**config.mk**
```make
export PLATFORM = sky130hd
export DESIGN_NAME = ram_arbiter
export DESIGN_NICKNAME = d
export VERILOG_FILES = /design/src/rtl/ram_arbiter.sv
export SDC_FILE = /design/constraint.sdc
export NUM_CORES = 1
export LEC_CHECK = 0
export ABC_AREA = 1
export CAP_MARGIN = 20
export CELL_PAD_IN_SITES_DETAIL_PLACEMENT = 0
export CELL_PAD_IN_SITES_GLOBAL_PLACEMENT = 1
export CORE_AREA = 5 5 194 196
export CTS_CLUSTER_SIZE = 14
export DETAILED_ROUTE_END_ITERATION = 12
export DIE_AREA = 0 0 199 201
export PLACE_DENSITY_LB_ADDON = 0.1
export SETUP_SLACK_MARGIN = 0.5
export SLEW_MARGIN = 40
export SYNTH_ARGS = -nofsm -noshare
export SYNTH_HDL_FRONTEND = slang
export SYNTH_SLANG_ARGS = --single-unit
```
**constraint.sdc**
```tcl
create_clock -name CLK -period 3.8 [get_ports CLK]
set_input_delay 0.57 -clock CLK [delete_from_list [all_inputs] [get_ports CLK]]
set_output_delay 0.57 -clock CLK [all_outputs]
set_load 0.02 [all_outputs]
```
**src/rtl/ram_arbiter.sv**
```systemverilog
// Round-robin arbiter sharing one RAM port among REQS cache requesters.
// Each grant runs IDLE -> GRANT -> IDLE, so RAM enables always drop for a cycle between accesses.

module ram_arbiter_lane #(
   parameter int              DW      = 32,
   parameter logic [DW-1:0]   ERRWORD = DW'(32'hBAD1BAD1)
) (
   input  logic          sel,
   input  logic          done,
   input  logic          err,
   input  logic          is_write,
   input  logic [DW-1:0] ramload,
   output logic          iwait,
   output logic [DW-1:0] load
);
   logic fire;

   assign fire  = sel & done;
   assign iwait = ~fire;

   always_comb begin
      load = '0;
      if (fire) begin
         if (err)            load = ERRWORD;
         else if (!is_write) load = ramload;
      end
   end
endmodule

module ram_arbiter #(
   parameter int              REQS    = 4,
   parameter int              AW      = 32,
   parameter int              DW      = 32,
   parameter logic [DW-1:0]   ERRWORD = DW'(32'hBAD1BAD1)
) (
   input  logic                      CLK,
   input  logic                      nRST,
   input  logic [REQS-1:0]           ren,
   input  logic [REQS-1:0]           wen,
   input  logic [REQS*AW-1:0]        addr,
   input  logic [REQS*DW-1:0]        store,
   output logic [REQS-1:0]           iwait,
   output logic [REQS*DW-1:0]        load,
   output logic                      ramREN,
   output logic                      ramWEN,
   output logic [AW-1:0]             ramaddr,
   output logic [DW-1:0]             ramstore,
   input  logic [DW-1:0]             ramload,
   input  logic [1:0]                ramstate,
   output logic [$clog2(REQS)-1:0]   grant_id,
   output logic                      busy,
   output logic                      bus_error
);
   localparam int              GW       = $clog2(REQS);
   localparam logic [GW-1:0]   LAST_IDX = GW'(REQS-1);
   localparam logic [1:0]      RS_ERROR = 2'd3;

   typedef enum logic {IDLE, GRANT} state_e;

   state_e          state_q, state_d;
   logic [GW-1:0]   last_q, last_d;
   logic [GW-1:0]   grant_q, grant_d;
   logic            bus_err_q, bus_err_d;

   logic [REQS-1:0] active;
   logic [GW-1:0]   win_idx;
   logic            win_vld;
   logic            in_grant;
   logic            g_ren, g_wen, g_act;
   logic [AW-1:0]   g_addr;
   logic [DW-1:0]   g_store;
   logic            done, err;

   assign active   = ren | wen;
   assign in_grant = (state_q == GRANT);

   // Scan starts one past the last completed owner, so each requester waits at most REQS-1 accesses.
   always_comb begin : rr_scan
      logic [GW-1:0] cand;
      cand    = last_q;
      win_idx = '0;
      win_vld = 1'b0;
      for (int k = 0; k < REQS; k++) begin
         cand = (cand == LAST_IDX) ? '0 : cand + GW'(1);
         if (!win_vld && active[cand]) begin
            win_idx = cand;
            win_vld = 1'b1;
         end
      end
   end

   assign g_ren   = ren[grant_q];
   assign g_wen   = wen[grant_q];
   assign g_act   = g_ren | g_wen;
   assign g_addr  = addr[grant_q*AW +: AW];
   assign g_store = store[grant_q*DW +: DW];

   // Gating with nRST keeps a reset cycle from also presenting a completion pulse.
   assign done = in_grant & g_act & ramstate[1] & nRST;
   assign err  = done & (ramstate == RS_ERROR);

   assign ramWEN    = in_grant & g_wen;
   assign ramREN    = in_grant & g_ren & ~g_wen;
   assign ramaddr   = in_grant ? g_addr  : '0;
   assign ramstore  = in_grant ? g_store : '0;
   assign busy      = in_grant;
   assign grant_id  = grant_q;
   assign bus_error = bus_err_q;

   always_comb begin
      state_d   = state_q;
      last_d    = last_q;
      grant_d   = grant_q;
      bus_err_d = bus_err_q;
      case (state_q)
         IDLE: begin
            if (win_vld) begin
               grant_d = win_idx;
               state_d = GRANT;
            end
         end
         GRANT: begin
            if (!g_act) begin
               state_d = IDLE;
            end else if (ramstate[1]) begin
               last_d  = grant_q;
               state_d = IDLE;
               if (ramstate == RS_ERROR) bus_err_d = 1'b1;
            end
         end
         default: state_d = IDLE;
      endcase
   end

   always_ff @(posedge CLK) begin
      if (!nRST) begin
         state_q   <= IDLE;
         last_q    <= LAST_IDX;
         grant_q   <= '0;
         bus_err_q <= 1'b0;
      end else begin
         state_q   <= state_d;
         last_q    <= last_d;
         grant_q   <= grant_d;
         bus_err_q <= bus_err_d;
      end
   end

   for (genvar i = 0; i < REQS; i++) begin : g_lane
      logic sel;
      assign sel = (grant_q == GW'(i));
      ram_arbiter_lane #(.DW(DW), .ERRWORD(ERRWORD)) u_lane (
         .sel      (sel),
         .done     (done),
         .err      (err),
         .is_write (g_wen),
         .ramload  (ramload),
         .iwait    (iwait[i]),
         .load     (load[i*DW +: DW])
      );
   end
endmodule

```
==> out/metrics.sh <==
STATUS='finished clean'
AREAGROWTHSYNTHTOFINISH_PCT=190
DRT-WIRELENGTH-PER-CELL_UM=21.5
YOSYS_REGISTER_BITS=6
YOSYSSEQAREASHARE=0.0406
POST_CTS_HOLD_BUFFER_COUNT=0
CRIT_PATH_END_KIND='output pin'
VDD.IR_DROP.WORST_mV=0.125
CTS_MADE_BUFFERS=3
SYNTH_WARNINGS=0
SETUP_SLACK_REG_TO_REG_PS=1910
MULTI_INPUT_AREA_MM2=0.00250
REG2REG_DEPTH=11
CRITPATHLAUNCHTYPE='input pin'
TIMING.CRITICAL_PATH.SLOWEST_STAGE_CELL='sky130_fd_sc_hd__clkdlybuf4s50_1'
LAYOUT.CELLS.MOST_COMMON_LIST='369 x sky130_fd_sc_hd__clkdlybuf4s50_1, 139 x sky130_fd_sc_hd__a21oi_1, 128 x sky130_fd_sc_hd__a22oi_1, 96 x sky130_fd_sc_hd__dlygate4sd2_1, 75 x sky130_fd_sc_hd__nand2_1'
POST-ROUTE-PERIOD-UTIL=0.828
LEAKAGE_nW=3.52
CRIT-REG2REG-LAUNCH='last_q[0]'
LAYOUT-DRIVE-GT1-SHARE=0.0574
GLOBAL_ROUTE_WIRE_LENGTH_BEFORE_REPAIR_UM=44500
IOPINCOUNT=502
FINALHOLDWORSTSLACK_PS=445
RR_ENDPOINT='grant_id[0]'
HOLD-PATH-CELL-COUNT=2
GR-USAGE-ALL-LAYERS=0.147
CLK_TRANSITION_REPORTED_PATHS_PS=30
CRITICAL_PATH.MAX_STAGE_DELAY_PS=470
TRITONCTS_NUM_SINKS=6
ANTENNA_VIOLATIONS_BEFORE_REPAIR=5
GLOBAL_ROUTE.USAGE.MET2=0.285
FIRSTDRTPASSITERS=4
DIE_HEIGHT_UM=201
PEAK_FANOUT_ALONG_THE_CRITICAL_PATH=33
TIMING.CRITICAL_PATH.REQUIRED_PS=3230
DIE_W_UM=199
FIRST_GLOBAL_VIAS=6397
SLEW_VIOL_FINAL=0
GLOBAL_ROUTE.USAGE.MET3=0.0478
POST_SYNTH.CELL_AREA_AVG_UM2=5.41
GRT_SETUP_UNREPAIRED='no'
CTS_SETUP_BUFFERS=0
DIE_AREA_MM2=0.0400
REPORT.FINAL.HOLD_VIOL_COUNT=0
ENDPOINT='load[73]'
GRT_START_MAX_NET_PINS=65
NETLIST.TOP_CELL.BY_AREA='sky130_fd_sc_hd__a22oi_1'
HOLD_PATH.CLASS='flip-flop to flip-flop'
PWR_DENS_mW_PER_MM2=201
PLACEMENT.IO_BUFFERS=501
CPMOSTUSEDCELL='sky130_fd_sc_hd__nand2_2'
SYNTH_CELLS=546
VIASPERCELL=4.11
FINAL_PERIOD_MINUS_WORST_SETUP_SLACK_PS=3140
GRT-OVFL-TOTAL=0
SLEW-LIMIT-HEADROOM=0.715
WORSTSKEWPAIRLATENCY_PS=230
TRITONCTS_CLOCK_TREE='built'
VIAS=6092
CAP_VIOL_MAX_COUNT=0
NUM-NETS-FINAL=1313
FILLERINSTANCES=4098
CTS.ROOT.BUFFER_CELL='sky130_fd_sc_hd__clkbuf_16'
GP_ROUTABILITY_CONGESTION=0.771
FIN_TNS_SETUP_PS=0
SYNTH.CELL_AREA_MM2=0.00296
YOSYS.CELL_TYPES.COUNT=24
ROUTE.ANTENNA.REMAINING_NETS=0
DR.FIRST_ITER.DRC_COUNT=195
POST_LAYOUT_UTIL=0.239
PATH_CELLS='clkdlybuf4s50_1 > inv_1 > o22ai_2 > nor2_4 > nand2_2 > nand2_2 > nor2_4 > nand2_2 > buf_12 > a21oi_1 > dlygate4sd2_1'
NUM_ROWS=70
WORSTSETUPSTARTPOINT='wen[1]'
START_UTIL=0.0823
DRC=0
AREA.SEQUENTIAL_UM2=120
SYNTH_TOP_AREA_SHARE=0.325
WIRELENGTH_UM=31800
FIN_SKEW_PS=1.90
YS_TOP_CELLS_BY_AREA='sky130_fd_sc_hd__a22oi_1 33%, sky130_fd_sc_hd__a21oi_1 24%, sky130_fd_sc_hd__nand2_1 9.5%'
ARRIVAL_TIME_AT_THE_WORST_ENDPOINT_PS=2570
FINAL_COMMON_CELL='sky130_fd_sc_hd__clkdlybuf4s50_1'
TIMING_WORST_SLEW_PIN_VALUE_PS=426
GRT_MOST_USED_LAYER='met2'
MAPPEDNETLISTNETS=847
HPWLAFTERDP_UM=25900
PLACEABLECOREAREA_MM2=0.0359
FINAL_SETUP_VIOLATION_COUNT=0
GRTUSAGEMET1=0.154
MAX_ROOT_SINK_BUFFERS=2
FMAX_MHz=318
HTREEDEPTH=1
SETUP.WORST_PATH.CLASS='input pin to output pin'
[state kept, by name, indices dropped and copies added (netlist names)]
register and cells:
bus_error 1, last_q 2, busy 1, grant_id 2
[through the flow]
stage,power [mW],cell area (um^2),instances,worst slack [ps]
final,1.73,8580,1482,655
after floorplan,0.740,2960,546,1400
after CTS,1.76,8580,1478,513
after detailed placement,1.59,8630,1474,244
after global routing,1.86,8580,1481,501
after global placement,1.61,8630,1474,227
[how the worst min path moves through the flow]
stage / from / end / slack, ps
global route: bus_error / bus_error / 470
CTS: bus_error / bus_error / 450
global placement: bus_error / bus_error / 430
floorplan: last_q[1] / last_q[1] / 450
detailed placement: bus_error / bus_error / 440
finish: bus_error / bus_error / 450
[cell type report]
cell class | instances | area share
repair buffers | 525 | 0.607
multi-input cells | 455 | 0.291
well taps | 468 | 0.0682
flip-flops and latches | 6 | 0.0140
inverters | 21 | 0.00977
clock buffers | 3 | 0.00875
diodes | 4 | 0.00117
[cells by family after synthesis]
kind of cell | share of synthesized area
AOI/OAI and AO/OA | 0.580
and+or+nand+nor | 0.255
buffers and inverters | 0.120
DFF | 0.0406
adders and majority gates | 0.00423
[cell usage after synthesis]
cell	n
sky130_fd_sc_hd__a21oi_1	139
sky130_fd_sc_hd__a22oi_1	128
sky130_fd_sc_hd__nand2_1	75
sky130_fd_sc_hd__nor2_1	66
sky130_fd_sc_hd__clkbuf_1	36
sky130_fd_sc_hd__nand3_1	23
sky130_fd_sc_hd__inv_1	20
sky130_fd_sc_hd__buf_2	17
sky130_fd_sc_hd__buf_1	7
sky130_fd_sc_hd__dfxtp_1	6
sky130_fd_sc_hd__nand2_2	6
sky130_fd_sc_hd__buf_4	4
sky130_fd_sc_hd__nand4_1	3
sky130_fd_sc_hd__o21ai_0	3
sky130_fd_sc_hd__nor2_2	2
sky130_fd_sc_hd__nor2_4	2
sky130_fd_sc_hd__o211ai_1	2
sky130_fd_sc_hd__clkinv_1	1
sky130_fd_sc_hd__ha_1	1
sky130_fd_sc_hd__nand4_2	1
sky130_fd_sc_hd__nor4_1	1
sky130_fd_sc_hd__o21ai_2	1
sky130_fd_sc_hd__o22ai_1	1
sky130_fd_sc_hd__o22ai_2	1
[per-layer routing]
metal | up-vias | share of wire | wire [um]
met1 | 2815 | 0.36 | 11400
met5 | - | 0 | 0
met2 | 313 | 0.53 | 17000
met4 | 0 | 0.017 | 537
li1 | 2939 | - | -
met3 | 25 | 0.091 | 2890
[worst max-delay path, delay by kind of cell]
family,cells,cell delay [ps]
buf+inv,4,1090
simple gates,5,530
compound gates,2,360
[where the power goes]
group / switching (mW) / total [mW] / internal, mW / leakage [nW]
combinational: 0.774 / 1.47 / 0.700 / 3.43
clock: 0.0352 / 0.170 / 0.135 / 0.0370
sequential: 0.0112 / 0.0821 / 0.0710 / 0.0495
total: 0.820 / 1.73 / 0.906 / 3.52
[what timing repair did]
| item | in CTS | in global routing |
|---|---|---|
| gates cloned | 1 | 0 |
| endpoints found under the setup margin | 128 | 58 |
| resized for setup | 129 | 53 |
| pin swaps | 0 | 0 |
Power figures use the tool's default switching activity.
==> RTL change 1, RTL diff (same settings) <==
Change the parameter `AW` from 32 to 16.
--- a/src/rtl/ram_arbiter.sv
+++ b/src/rtl/ram_arbiter.sv
@@ -31,3 +31,3 @@
    parameter int              REQS    = 4,
-   parameter int              AW      = 32,
+   parameter int              AW      = 16,
    parameter int              DW      = 32,
Ports: changed (resized addr and ramaddr); port bits go from 502 to 422. No check against the original RTL was run, so the function may have changed too.
==> RTL change 1 against the unedited design <==
Critical path depth unchanged; combinational power decreased by 27%; first-iteration DRC count decreased by 16%; register-to-register slack got worse by 0.41 ns; count of clock-buffer cells in the layout unchanged; total power decreased by 23%; sequential share of layout area increased by 0.26 points; synthesized area decreased by 6.2%; wire length decreased by 17%; design area decreased by 16%; worst setup slack got worse by 0.043 ns; sequential cell count unchanged; hold slack improved by 0.0062 ns; largest cell class unchanged; highest routed layer is now met5.
==> RTL change 1: results (changes against the unedited design) <==
metric,value,unit,change
first-pass GRT wire length,37100,microns,-17%
metal3 WL,2990,microns,+3.6%
Synth Area in Adders,0.00451,,+0.000281
Final nets,1124,,-14%
Synth Area in Compound Gates,0.501,,-0.0789
DR vias,5222,,-14%
status,completed,,
largest net degree at the start of global routing,54,,-17%
worst-path maximum fanout,17,,-48%
VDD IR max,0.000137,V,+9.8%
"reg-to-reg slack, setup",1.50,ns,-0.41 ns
leakage,3.08,nW,-13%
crit path DAT,2.62,ns,+0.05 ns
layout cells sized above 1,0.120,,+0.0623
Metal-1 WL,9730,microns,-15%
syn_nets,731,,-14%
DR top layer,met5,,
Worst R2R Path Depth,9,,-2
initial drt markers,164,,-16%
DPL Wire Length,21400,microns,-17%
vias in the first global route,5499,,-14%
DR WL/cell,19.4,microns,-9.7%
routed wl met2,13200,microns,-23%
synth top area cells,"a22oi_1 26%, a21oi_1 22%, nand2_1 11%",,
Clock Skews,0.00205,ns,+0.000147 ns
dpl cell area,0.00750,sq mm,-13%
RTL change 1: cell families after synthesis:
family / Yosys count
AO/OA/AOI/OAI: 226
adder cells (fa/ha/maj): 1
buffers and inverters: 75
flip-flops: 6
AND/OR/NAND/NOR: 186
RTL change 1: per-layer routing:
metal | up-vias | global-route usage
li1 | 2573 | -
met1 | 2328 | 0.131
met2 | 296 | 0.222
met3 | 21 | 0.0465
met4 | 4 | 0.0232
met5 | - | 0
RTL change 1: report_power, final:
group	switching (mW)	internal, mW	leakage [nW]
logic	0.578	0.503	2.99
clock network	0.0388	0.135	0.0370
registers	0.00920	0.0700	0.0495
RTL change 1: repair_timing:
item | CTS | global route
pin swaps | 1 | 0
gates resized for setup | 126 | 150
cloned | 0 | 0
setup endpoints to repair | 131 | 88
RTL change 1: worst max path at each step:
stage                 to                      from  depth (start not counted)  slack, ns
6_report         load[2]                    wen[1]                         11       0.61
5_1_grt          load[2]                    ren[3]                         11       0.45
4_1_cts        load[105]                    wen[0]                          8       0.34
3_5_place_dp    load[56]                    wen[1]                         11       0.22
3_3_place_gp    load[56]                    ren[3]                         11       0.18
2_1_floorplan  load[119]  grant_id[0]$_SDFFE_PN0P_                          9       1.39
RTL change 1: critical path, stage by stage:
cell and delay (ns):
clkdlybuf4s50_1 0.48, inv_1 0.07, o22ai_2 0.23, nor2_4 0.07, nand2_4 0.10, nand2_4 0.09
nor2_8 0.19, nand2_4 0.17, buf_12 0.20, nor2_1 0.09, dlygate4sd2_1 0.34
RTL change 1: cell type report:
class	count	area (sq um)
Clock buffer	3	75.1
Multi-Input combinational cell	413	2250
Fill cell	4149	28700
Antenna cell	3	7.51
Timing Repair Buffer	443	4130
Tap cell	468	586
Sequential cell	6	120
Inverter	20	78.8
RTL change 1: per-stage QoR:
step | cells | utilization | setup slack, ns
after floorplan | 494 | - | 1.39
after global placement | 1350 | 0.209 | 0.178
after detailed placement | 1350 | 0.209 | 0.218
after CTS | 1353 | 0.207 | 0.337
after global routing | 1356 | 0.202 | 0.446
final | 1356 | 0.202 | 0.612
==> RTL change 2, RTL diff (same flow settings) <==
Made on the original files. Reset style: asynchronous (`nRST`), changed in one clocked block.
--- a/src/rtl/ram_arbiter.sv
+++ b/src/rtl/ram_arbiter.sv
@@ -134,3 +134,3 @@
 
-   always_ff @(posedge CLK) begin
+   always_ff @(posedge CLK or negedge nRST) begin
       if (!nRST) begin
Check against the original RTL: differs if nRST is asserted again (counterexample within 4 cycles, from zero or initial values and one cycle with nRST low); with nRST held inactive, the same outputs for 4 cycles.
==> RTL change 2 against the unedited design <==
Die area unchanged; first-iteration DRC count is 2.6% higher; register-to-register slack lost 0.30 ns; wire length is 0.41% higher; synthesized area up 3.6%; sequential cell count is the same; global-route usage is 0.16 points lower; design area shrank 0.71%; cell count grew 1.4%; worst setup slack worse by 0.16 ns.
Power is not compared: it rests on default switching activity, and its combinational part moved more than twofold at a synthesized area within 25%.
==> RTL change 2: results (changes against the unedited design) <==
metric,value,unit,change
Synth Area in Compound Gates,0.558,,-0.0218
antenna violations before repair,1,,-4
worst setup margin,0.493,ns,-0.162 ns
worst hold path type,reg2reg,,
initial drt markers,200,,+2.6%
Main synth FF type,dfrtp_1,,
Place WS,0.233,ns,-0.0105 ns
vias in the first global route,6348,,-0.77%
Yosys warning total,0,,unchanged
Worst slew margin,0.617,,-0.0981
Placer Congestion,0.762,,-1.2%
Worst-path clk slew,0.03,ns,about the same
status,completed,,
total grt overflow,0,,unchanged
multiplexer share of the synthesized area,0,,unchanged
Placed Cells,1496,,+1.5%
DR vias,6101,,+0.15%
dpl cell area,0.00862,sq mm,about the same
Pre-antenna DRT Iters,4,,unchanged
"reg-to-reg slack, setup",1.61,ns,-0.30 ns
crit path DAT,2.74,ns,+0.17 ns
"Async S/R FF share, synth",1.00,,+1.00
leakage,3.66,nW,
drt total wl,31900,microns,+0.41%
worst-path maximum fanout,33,,unchanged
number of diodes,0,,-4
port buffer count,501,,unchanged
Netlist cell types,24,,unchanged
Clock Skews,0.00245,ns,+0.000540 ns
VDD IR max,0.000289,V,
Post-synth top cells,"139 x a21oi_1, 128 x a22oi_1, 88 x nand2_1, 87 x nor2_1, 35 x clkbuf_1",,
largest net degree at the start of global routing,60,,-7.7%
Final nets,1337,,+1.8%
first-pass GRT wire length,44100,microns,-0.70%
"Clk Latency, worst-skew pair",0.23,ns,about the same
layout cells sized above 1,0.0715,,+0.0141
Total GRT Usage,0.145,,-0.00160
synthesized area per cell,5.35,sq um,-1.1%
syn_nets,873,,+3.1%
H-Tree Depth,1,,unchanged
Synth Area in Adders,0.00408,,-0.000147
synth top area cells,"a22oi_1 31%, a21oi_1 23%, nand2_1 11%",,
register area share after synthesis,0.0498,,+0.00921
Max clock buf depth,2,,unchanged
Hold Slack,0.499,ns,+0.0533 ns
root buffer cell,clkbuf_16,,
XOR/XNOR Fraction of Synth Area,0,,unchanged
Num CTS Buffers,3,,unchanged
DPL Wire Length,26200,microns,+1.4%
final cell count without fillers,1503,,+1.4%
RTL change 2: report_power, final:
group          internal [mW]  total (mW)  switching (mW)  leakage, nW
sequential            0.0981       0.152          0.0541       0.0655
clock                  0.139       0.174          0.0351       0.0382
combinational           1.79        4.47            2.68         3.55
total                   2.03        4.80            2.77         3.66
RTL change 2: kinds of logic after synthesis:
group | count (synthesis)
adder cells (fa/ha/maj) | 1
buffers and inverters | 96
AO/OA/AOI/OAI | 276
AND/OR/NAND/NOR | 193
flip-flops | 6
RTL change 2: final timing paths:
kind | cells after the start | start | endpoint
worst max-delay path | 10 | wen[2] | load[31]
worst min-delay path | 2 | last_q[1]$_DFFE_PN1P_ | last_q[1]$_DFFE_PN1P_
worst max register to register | 9 | last_q[0]$_DFFE_PN1P_ | grant_id[1]$_DFFE_PN0P_
worst min register to register | 2 | last_q[1]$_DFFE_PN1P_ | last_q[1]$_DFFE_PN1P_
max in group asynchronous | 2 | nRST | last_q[0]$_DFFE_PN1P_
min in group asynchronous | 2 | nRST | busy$_DFF_PN0_
RTL change 2: worst max-delay path: stages:
cell and delay, ns:
clkdlybuf4s50_1 0.47, inv_1 0.05, o21ai_0 0.14, nand2_1 0.07
and2_4 0.20, nand2_4 0.11, nand4_1 0.15, buf_12 0.22
a21oi_1 0.13, clkdlybuf4s50_1 0.62
RTL change 2: cell type report:
type,instances,area (sq um)
Tap cell,468,586
Fill cell,4007,27400
Clock buffer,4,78.8
Sequential cell,6,153
Timing Repair Buffer,522,5060
Multi-Input combinational cell,470,2510
Inverter,33,128
RTL change 2: what timing repair did:
| action | in CTS | in global routing |
|---|---|---|
| buffers inserted | 3 | 0 |
| gates resized for setup | 119 | 103 |
| endpoints found under the setup margin | 128 | 81 |
| hold buffers | 0 | 0 |
RTL change 2: layer usage:
layer,track usage,wire [microns]
met4,0.0147,362
met5,0,13
met2,0.283,16800
met1,0.158,11700
met3,0.0441,3060
